===== src/rtl/seg7_readback_pkg.sv =====
// Shared definitions for the seven-segment readback monitor: glyph patterns
// (active-low, g..a), FSM state encoding and sizing helpers.
package seg7_readback_pkg;

    typedef enum logic [1:0] {
        ST_IDLE    = 2'd0,
        ST_CAPTURE = 2'd1,
        ST_DECODE  = 2'd2,
        ST_DONE    = 2'd3
    } state_e;

    localparam logic [6:0] GLYPH_0 = 7'h40;
    localparam logic [6:0] GLYPH_1 = 7'h79;
    localparam logic [6:0] GLYPH_2 = 7'h24;
    localparam logic [6:0] GLYPH_3 = 7'h30;
    localparam logic [6:0] GLYPH_4 = 7'h19;
    localparam logic [6:0] GLYPH_5 = 7'h12;
    localparam logic [6:0] GLYPH_6 = 7'h02;
    localparam logic [6:0] GLYPH_7 = 7'h78;
    localparam logic [6:0] GLYPH_8 = 7'h00;
    localparam logic [6:0] GLYPH_9 = 7'h10;
    localparam logic [6:0] GLYPH_A = 7'h08;
    localparam logic [6:0] GLYPH_B = 7'h03;
    localparam logic [6:0] GLYPH_C = 7'h46;
    localparam logic [6:0] GLYPH_D = 7'h21;
    localparam logic [6:0] GLYPH_E = 7'h06;
    localparam logic [6:0] GLYPH_F = 7'h0E;

    localparam logic [6:0] SEG_BLANK = 7'h7F;

    // Keeps the digit index at least one bit wide for a single-digit build.
    function automatic int idx_width(input int n);
        return (n > 1) ? $clog2(n) : 1;
    endfunction

endpackage


===== src/rtl/seg7_readback_if.sv =====
// Request/result handshake between a readback consumer (master) and the
// seven-segment readback monitor (slave).
interface seg7_readback_if #(
    parameter int NDIGIT = 6
);
    logic                  start;
    logic                  ready;
    logic                  busy;
    logic                  valid;
    logic [4*NDIGIT-1:0]   value;
    logic [NDIGIT-1:0]     digit_err;
    logic                  any_err;

    modport master (
        output start, ready,
        input  busy, valid, value, digit_err, any_err
    );

    modport slave (
        input  start, ready,
        output busy, valid, value, digit_err, any_err
    );
endinterface


===== src/rtl/seg7_readback_decode.sv =====
// Combinational seven-segment glyph decoder: active-low g..a pattern in,
// hex nibble plus legality flag out. Unknown patterns decode to 0.
module seg7_decode
    import seg7_readback_pkg::*;
(
    input  logic [6:0] seg,
    output logic [3:0] nibble,
    output logic       legal
);

    always_comb begin
        nibble = 4'h0;
        legal  = 1'b1;
        case (seg)
            GLYPH_0: nibble = 4'h0;
            GLYPH_1: nibble = 4'h1;
            GLYPH_2: nibble = 4'h2;
            GLYPH_3: nibble = 4'h3;
            GLYPH_4: nibble = 4'h4;
            GLYPH_5: nibble = 4'h5;
            GLYPH_6: nibble = 4'h6;
            GLYPH_7: nibble = 4'h7;
            GLYPH_8: nibble = 4'h8;
            GLYPH_9: nibble = 4'h9;
            GLYPH_A: nibble = 4'hA;
            GLYPH_B: nibble = 4'hB;
            GLYPH_C: nibble = 4'hC;
            GLYPH_D: nibble = 4'hD;
            GLYPH_E: nibble = 4'hE;
            GLYPH_F: nibble = 4'hF;
            default: legal = 1'b0;
        endcase
    end

endmodule


===== src/rtl/seg7_readback.sv =====
// Snapshots all HEX display buses on request, decodes one digit per clock
// through a shared decoder and returns value/error flags over valid/ready.
module seg7_readback
    import seg7_readback_pkg::*;
#(
    parameter int NDIGIT         = 6,
    parameter bit SEG_ACTIVE_LOW = 1'b1
) (
    input  logic                clock,
    input  logic                resetn,
    input  logic [7*NDIGIT-1:0] hex_in,
    seg7_readback_if.slave      bus
);

    localparam int              IDXW     = idx_width(NDIGIT);
    localparam logic [IDXW-1:0] IDX_LAST = IDXW'(NDIGIT - 1);

    state_e              state_q, state_d;
    logic [7*NDIGIT-1:0] snap_q, snap_d;
    logic [IDXW-1:0]     idx_q, idx_d;
    logic [4*NDIGIT-1:0] value_q, value_d;
    logic [NDIGIT-1:0]   err_q, err_d;

    logic [6:0] cur_seg;
    logic [3:0] cur_nibble;
    logic       cur_legal;

    // Snapshot is stored already normalised to active-low polarity.
    assign cur_seg = snap_q[7*idx_q +: 7];

    seg7_decode u_decode (
        .seg    (cur_seg),
        .nibble (cur_nibble),
        .legal  (cur_legal)
    );

    always_comb begin
        state_d = state_q;
        snap_d  = snap_q;
        idx_d   = idx_q;
        value_d = value_q;
        err_d   = err_q;
        case (state_q)
            ST_IDLE: begin
                if (bus.start) state_d = ST_CAPTURE;
            end
            ST_CAPTURE: begin
                snap_d  = SEG_ACTIVE_LOW ? hex_in : ~hex_in;
                value_d = '0;
                err_d   = '0;
                idx_d   = '0;
                state_d = ST_DECODE;
            end
            ST_DECODE: begin
                value_d[4*idx_q +: 4] = cur_nibble;
                err_d[idx_q]          = ~cur_legal;
                // Index parks on the last digit rather than wrapping.
                if (idx_q == IDX_LAST) state_d = ST_DONE;
                else                   idx_d   = idx_q + 1'b1;
            end
            ST_DONE: begin
                if (bus.ready) state_d = ST_IDLE;
            end
            default: state_d = ST_IDLE;
        endcase
    end

    always_ff @(posedge clock or negedge resetn) begin
        if (!resetn) begin
            state_q <= ST_IDLE;
            snap_q  <= '0;
            idx_q   <= '0;
            value_q <= '0;
            err_q   <= '0;
        end else begin
            state_q <= state_d;
            snap_q  <= snap_d;
            idx_q   <= idx_d;
            value_q <= value_d;
            err_q   <= err_d;
        end
    end

    assign bus.busy      = (state_q != ST_IDLE);
    assign bus.valid     = (state_q == ST_DONE);
    assign bus.value     = value_q;
    assign bus.digit_err = err_q;
    assign bus.any_err   = |err_q;

endmodule

===== src/flat_wrapper.sv =====
// flat-port wrapper written by rule: the top's interface ports become plain ports
module seg7_readback_flat import seg7_readback_pkg::*;
#(
    parameter int NDIGIT         = 6,
    parameter bit SEG_ACTIVE_LOW = 1'b1
)
  (clock, resetn, hex_in, bus_start, bus_ready, bus_busy, bus_valid, bus_value, bus_digit_err, bus_any_err);
  seg7_readback_if #(.NDIGIT(NDIGIT)) bus_i ();
  input  logic clock;
  input  logic resetn;
  input  logic [7*NDIGIT-1:0] hex_in;
  input wire logic [$bits(bus_i.start)-1:0] bus_start;
  input wire logic [$bits(bus_i.ready)-1:0] bus_ready;
  output wire logic [$bits(bus_i.busy)-1:0] bus_busy;
  output wire logic [$bits(bus_i.valid)-1:0] bus_valid;
  output wire logic [$bits(bus_i.value)-1:0] bus_value;
  output wire logic [$bits(bus_i.digit_err)-1:0] bus_digit_err;
  output wire logic [$bits(bus_i.any_err)-1:0] bus_any_err;
  assign bus_i.start = bus_start;
  assign bus_i.ready = bus_ready;
  assign bus_busy = bus_i.busy;
  assign bus_valid = bus_i.valid;
  assign bus_value = bus_i.value;
  assign bus_digit_err = bus_i.digit_err;
  assign bus_any_err = bus_i.any_err;
  seg7_readback #(.NDIGIT(NDIGIT), .SEG_ACTIVE_LOW(SEG_ACTIVE_LOW)) u_core (.clock(clock), .resetn(resetn), .hex_in(hex_in), .bus(bus_i));
endmodule

===== config.mk =====
export PLATFORM = sky130hd
export DESIGN_NAME = seg7_readback_flat
export DESIGN_NICKNAME = d
export VERILOG_FILES = /design/src/rtl/seg7_readback_pkg.sv /design/src/rtl/seg7_readback_if.sv /design/src/rtl/seg7_readback_decode.sv /design/src/rtl/seg7_readback.sv /design/src/flat_wrapper.sv
export SDC_FILE = /design/constraint.sdc
export NUM_CORES = 1
export LEC_CHECK = 0
export ABC_AREA = 1
export BUFFER_PORTS_ARGS = -buffer_cell sky130_fd_sc_hd__buf_2
export CORE_MARGIN = 1
export CORE_UTILIZATION = 42
export DETAILED_ROUTE_END_ITERATION = 6
export PLACE_DENSITY = 0.63
export SLEW_MARGIN = 20
export SYNTH_ARGS = -nofsm -noshare
export SYNTH_HDL_FRONTEND = slang
export SYNTH_HIERARCHICAL = 1
export SYNTH_SLANG_ARGS = --single-unit

===== constraint.sdc =====
create_clock -name clock -period 3.3 [get_ports clock]
set_clock_uncertainty 0.2 [all_clocks]
set_input_delay 0.66 -clock clock [delete_from_list [all_inputs] [get_ports clock]]
set_output_delay 0.66 -clock clock [all_outputs]
set_load 0.05 [all_outputs]

Word level (Yosys, flattened, before mapping)
Index checks and enable logic that the tools add are counted.
{"block": "op_classes", "addsub": 2, "multipliers": 1, "order_cmp": 2, "n_eq_ne": 23, "shift": 3, "n_mux": 14, "bitwise_logic": 1, "n_reduce_logical": 9}
{"op": "4-bit one-hot mux with 15 select lines", "n": 1}
{"op": "24-bit one-hot mux with 2 select lines", "n": 1}
{"op": "42-bit by 7-bit variable part select with 7-bit output", "n": 1}
{"op": "5-bit negator with 34-bit output", "n": 1}
{"op": "4-bit by 34-bit variable shift with 24-bit output (first input constant)", "n": 1}
{"op": "4-bit by 34-bit variable part select with 24-bit output", "n": 1}
{"op": "7-bit equality test (second input constant)", "n": 4}
{"op": "24-bit bitwise mux", "n": 1}
{"op": "7-bit by 5-bit equality test with 1-bit output (second input constant)", "n": 3}
{"op": "7-bit by 6-bit equality test with 1-bit output (second input constant)", "n": 3}
{"op": "16-bit OR reduction", "n": 1}
{"op": "7-bit by 2-bit equality test with 1-bit output (second input constant)", "n": 2}
{"op": "7-bit by 4-bit equality test with 1-bit output (second input constant)", "n": 2}
{"op": "6-bit one-hot mux with 2 select lines", "n": 1}
{"op": "2-bit one-hot mux with 4 select lines", "n": 1}
{"op": "7-bit by 3-bit equality test with 1-bit output (second input constant)", "n": 1}
{"op": "7-bit logical NOT", "n": 1}
{"op": "6-bit bitwise mux", "n": 1}
{"op": "3-bit by 3-bit multiplier with 6-bit output (first input constant)", "n": 1}
{"op": "2-bit two-way mux", "n": 3}
{"op": "2-bit inequality test (second input constant)", "n": 3}
{"op": "3-bit one-hot mux with 2 select lines", "n": 1}
{"op": "6-bit OR reduction", "n": 1}
{"op": "2-bit equality test (second input constant)", "n": 2}
{"op": "15 further kinds", "n": 17}
{"block": "totals", "ff_bits": 77, "in_bits": 46, "out_inout_bits": 33, "elab_cells": 60}

Depth between registers and ports, before layout
{"block": "depth", "word_depth": 8, "mapped_depth": 17, "mapped_depth_nobuf": 17}

Hierarchy
The synthesis kept the hierarchy.
{"module": "seg7_readback", "n_inst": 1, "cells_each": 388, "area_each_um2": 3595.9}
{"module": "seg7_decode", "n_inst": 1, "cells_each": 73, "area_each_um2": 337.8}

Worst setup path after synthesis
OpenSTA, ideal clock, no wires.
{"block": "synth_path", "kind": "reg-to-reg", "startpoint": "reg u_core.idx_q[0]", "endpoint": "reg u_core.value_q[22] (netlist: u_core/bus.value[22])", "arrival_ps": 2171, "required_ps": 3015, "slack_ps": 844, "path_stages_with_launch": 13, "n_path_buf": 2, "path_cell_list": "dfrtp_1 -> buf_4 -> clkbuf_1 -> o211ai_1 -> o2111ai_1 -> nor3_1 -> nand2_1 -> nand3_2 -> nand2b_1 -> inv_1 -> nor2_1 -> nand2_1 -> o21ai_0"}
{"block": "synth_between", "elab_chain_cells": 7, "elab_cells_between_ends": 23, "cone_classes": "add/sub: 1; mul: 1; eq/ne: 14; shift: 3; mux: 3; reduce/logical: 1"}
{"item": "start: declaration", "line_no": "seg7_readback.sv:20", "rtl": "logic [IDXW-1:0] idx_q, idx_d;"}
{"item": "start signal: assignment", "line_no": "seg7_readback.sv:78", "rtl": "idx_q <= idx_d;"}
{"item": "3-bit by 3-bit multiplier with 6-bit output *", "line_no": "seg7_readback.sv:29", "rtl": "assign cur_seg = snap_q[7*idx_q +: 7];"}
{"item": "42-bit by 7-bit variable part select with 7-bit output *", "line_no": "seg7_readback.sv:29"}
{"item": "named net u_core.cur_seg[6]", "line_no": "seg7_readback.sv:24", "rtl": "logic [6:0] cur_seg;"}
{"item": "7-bit by 4-bit equality test with 1-bit output, or another cell as far along", "line_no": "seg7_readback_decode.sv:14", "rtl": "case (seg)"}
{"item": "4-bit one-hot mux with 15 select lines *", "line_no": "seg7_readback_decode.sv:14"}
{"item": "named net u_core.cur_nibble[2]", "line_no": "seg7_readback.sv:25", "rtl": "logic [3:0] cur_nibble;"}
{"item": "4-bit by 34-bit variable part select with 24-bit output *", "line_no": "seg7_readback.sv:55", "rtl": "value_d[4*idx_q +: 4] = cur_nibble;"}
{"item": "24-bit bitwise mux *", "line_no": "seg7_readback.sv:55"}
{"item": "24-bit one-hot mux with 2 select lines *", "line_no": "seg7_readback.sv:43", "rtl": "case (state_q)"}
{"item": "end signal: assignment", "line_no": "seg7_readback.sv:79", "rtl": "value_q <= value_d;"}
{"item": "end: declaration", "line_no": "seg7_readback.sv:21", "rtl": "logic [4*NDIGIT-1:0] value_q, value_d;"}
Mark *: on every way through the listed nets, which the timed path passes. The rest lies on a longest branch.
A chain may end at the register's enable or synchronous reset.

Worst setup path in the final report
{"block": "layout_path", "startpoint": "reg u_core.idx_q[2]", "endpoint": "reg u_core.value_q[22] (netlist: u_core/bus.value[22])"}
Same word-level chain as after synthesis.

==> results.py <==
metrics = {
    "worst_setup_path": {
        "start_kind": "flop",
        "setup.worst_path.class": "reg2reg",
        "path_max_fanout": 6,
        "worst_setup_path_end_kind": "flop",
        "critPathArrivalTime_ps": 2970,
        "required_ps": 3370,
    },
    "timing": {
        "worst_pin_slew_ps": 633.5,
        "finalCritPeriodShare_pct": 87.76,
        "setup_viol": 0,
        "hold_viol_final": 0,
        "fin_ws_ps": 404.0,
        "rsz0062_at_grt": "no",
        "fin_tns_setup_ps": 0,
        "max_slew_margin_pct": 57.66,
        "slew_violations": 0,
        "max_freq_mhz": 345.3,
        "fin_crit_ps": 2896,
    },
    "floorplanning": {
        "io_pins": 79,
        "rows": 34,
        "die_area_sq_um": 9757,
        "initial_core_util_pct": 44.24,
        "die_w_um": 98.78,
        "die_y_um": 98.78,
        "core_area_sq_um": 8891,
    },
    "clocking": {
        "clk_path_buf_depth": 2,
        "clkTransAtPathRegs_ps": 90,
        "cts.sinks": 77,
        "postCtsSetupBuffers": 0,
        "cts_resized": 0,
        "cts-buffers-inserted": 9,
        "ctsHoldBuffers": 0,
        "cts_tree": "yes",
        "root_buffer": "clkbuf_8",
        "clk_latency_ps": 360,
        "cts.htree.levels": 3,
    },
    "finish": {
        "regArea_sq_um": 1927,
        "nets": 596,
        "multi_input_area_sq_um": 1745,
        "stdcell_count": 653,
        "n_antenna_cell": 0,
        "layout-drive-gt1-share_pct": 26.06,
        "synthToLayoutAreaGrowth_pct": 18.03,
        "fillCellCount": 821,
        "finalCoreUtilization_pct": 52.22,
    },
    "yosys": {
        "synthTopCellsByArea": "dfrtp_1, nand2_1, nand3_1",
        "yosysWarnings": 6,
        "synth_area_sq_um": 3934,
        "ys_async_sr_fraction_pct": 100.0,
        "synth_area_per_cell_sq_um": 8.533,
        "syn-instance-count": 461,
        "synth_edf_count": 0,
        "synth_seq_cells": 77,
        "synth.most_common_cell": "nand2_1",
        "synthFlopType": "dfrtp_1",
        "syn_nets": 517,
        "synth_top_family_by_area": "simple AND/OR/NAND/NOR gates",
        "synth_compound_area_share_pct": 10.15,
        "synth_simple_gate_area_share_pct": 25.60,
        "synth_xor_xnor_area_share_pct": 0.2226,
        "muxShareOfSynthArea_pct": 5.153,
        "synthTopCellsByCount": "nand2_1, dfrtp_1, inv_1",
        "seq_area_frac_synth_pct": 48.98,
        "synthAdderAreaFrac_pct": 3.181,
        "yosysTopAreaCell": "dfrtp_1",
        "synth_top_area_share_pct": 48.98,
        "synth_cell_types": 31,
    },
    "placed_design": {
        "port-buffer-count": 78,
        "gp_congestion": 0.8666,
        "post-dp-hpwl_um": 6923,
        "dpl.cell_count": 636,
        "place_ws_ps": 408.6,
    },
    "power": {
        "p_per_area_nw_per_um2": 1034,
        "peakVddDrop_v": 0.0004632,
        "total_power_mw": 4.801,
        "leakage_nw": 2.370,
    },
    "flow_run": {
        "cap_viol_max_count": 0,
    },
    "global_route": {
        "grt_overflow_total": 0,
        "grt_pass1_wl_um": 16060,
        "grtUsageTotal_pct": 20.87,
        "antenna_found_initial": 0,
        "grt_pass1_vias": 3388,
        "grt_max_degree": 78,
    },
    "route": {
        "drt_pre_antenna_iters": 4,
        "wl_per_cell_um": 14.21,
        "detail_route.vias_per_cell": 5.190,
        "drcViolationCount": 0,
        "drtIter0Drc": 117,
        "vias": 3389,
        "wl_um": 9277,
        "ant_nets": 0,
    },
    "outcome": {
        "status": "finished, final reports clean",
    },
    "hold_path": {
        "min_path_type": "in2async",
    },
}
-- report_power, final --
group	switching [mW]	leakage, nW	total, mW	internal, mW
clock	0.366	0.0996	0.718	0.352
combinational	1.84	1.29	2.62	0.783
sequential	0.174	0.984	1.46	1.29
total	2.38	2.37	4.80	2.42
-- final cells by class --
cell class	instances	area share (%)
clock buffers	9	2.668
clock inverters	7	1.590
inverters	52	4.204
multi-input cells	317	37.59
flip-flops and latches	77	41.50
well taps	108	2.910
repair buffers	83	9.539
-- state kept, by name (all words and copies together) (netlist names) --
signal	count
u_core/snap_q	42
u_core/bus.value	24
u_core/bus.digit_err	6
u_core/idx_q	3
u_core/state_q	2
-- worst paths after layout --
check	startpoint	to	slack, ps	cells past startpoint
worst max-delay path	u_core/idx_q[2]$_DFFE_PN0P_	u_core/bus.value[22]$_DFFE_PN0P_	400	13
worst min-delay path	resetn	u_core/snap_q[23]$_DFFE_PN0P_	50	1
worst max register to register	u_core/idx_q[2]$_DFFE_PN0P_	u_core/bus.value[22]$_DFFE_PN0P_	400	13
worst min register to register	u_core/bus.value[19]$_DFFE_PN0P_	u_core/bus.value[19]$_DFFE_PN0P_	300	2
max in group asynchronous	resetn	u_core/bus.value[1]$_DFFE_PN0P_	2260	2
min in group clock	u_core/bus.value[19]$_DFFE_PN0P_	u_core/bus.value[19]$_DFFE_PN0P_	300	2
-- stage by stage --
stage	hold WS [ps]	instance area, sq um
final	47.86	4643
after CTS	283.7	4623
after floorplan	164.4	3934
after detailed placement	285.9	4425
after global routing	73.31	4643
after global placement	280.5	4425
-- critical path, cell delays in order (launching register included) --
cell and delay [ps]:
dfrtp_1 470, nor2_4 270, nand2_1 210, o2111ai_1 540, nand2_2 130, nor2_1 180
nand2_1 70, nand2_1 80, nor2_1 60, nand2b_1 100, inv_1 40, nor2_1 210
nand2_1 90, o21ai_0 150
-- kinds of logic after synthesis --
family,count (synthesis)
adder cells (fa/ha/maj),10
flip-flops,77
AND/OR/NAND/NOR,220
AO/OA/AOI/OAI,68
XOR/XNOR,1
multiplexers,18
buffers and inverters,67
-- routing by layer --
metal	vias up	global-route usage [%]	share of wire [%]	routed length, um
met5	-	0	0	0
met1	1612	28.17	49	4553
met3	15	5.461	4.6	429
met2	91	32.33	44	4105
met4	0	7.807	2.0	188
li1	1671	-	-	-
-- layout by cell type (no fill, tap or decap) --
master,instances
nand2_1,125
buf_2,77
dfrtp_1,77
inv_1,49
nand3_1,47
o21ai_0,40
nor2_1,19
mux2_2,18
o211ai_1,12
clkbuf_8,9
ha_1,9
nor2_2,7
o2111ai_1,7
buf_4,5
nor2_4,5
o21ai_1,5
nand2_2,4
nand4_1,3
inv_2,3
clkinv_2,2
clkinv_4,2
nand2_4,2
nor3_1,2
a21oi_1,2
o22ai_1,2
clkinvlp_4,1
bufinv_16,1
inv_6,1
nor4_1,1
nor3_4,1
xnor2_1,1
ha_2,1
buf_12,1
nor3_2,1
nand3_2,1
nand2b_1,1
and2_1,1
Power figures use the tool's default switching activity.
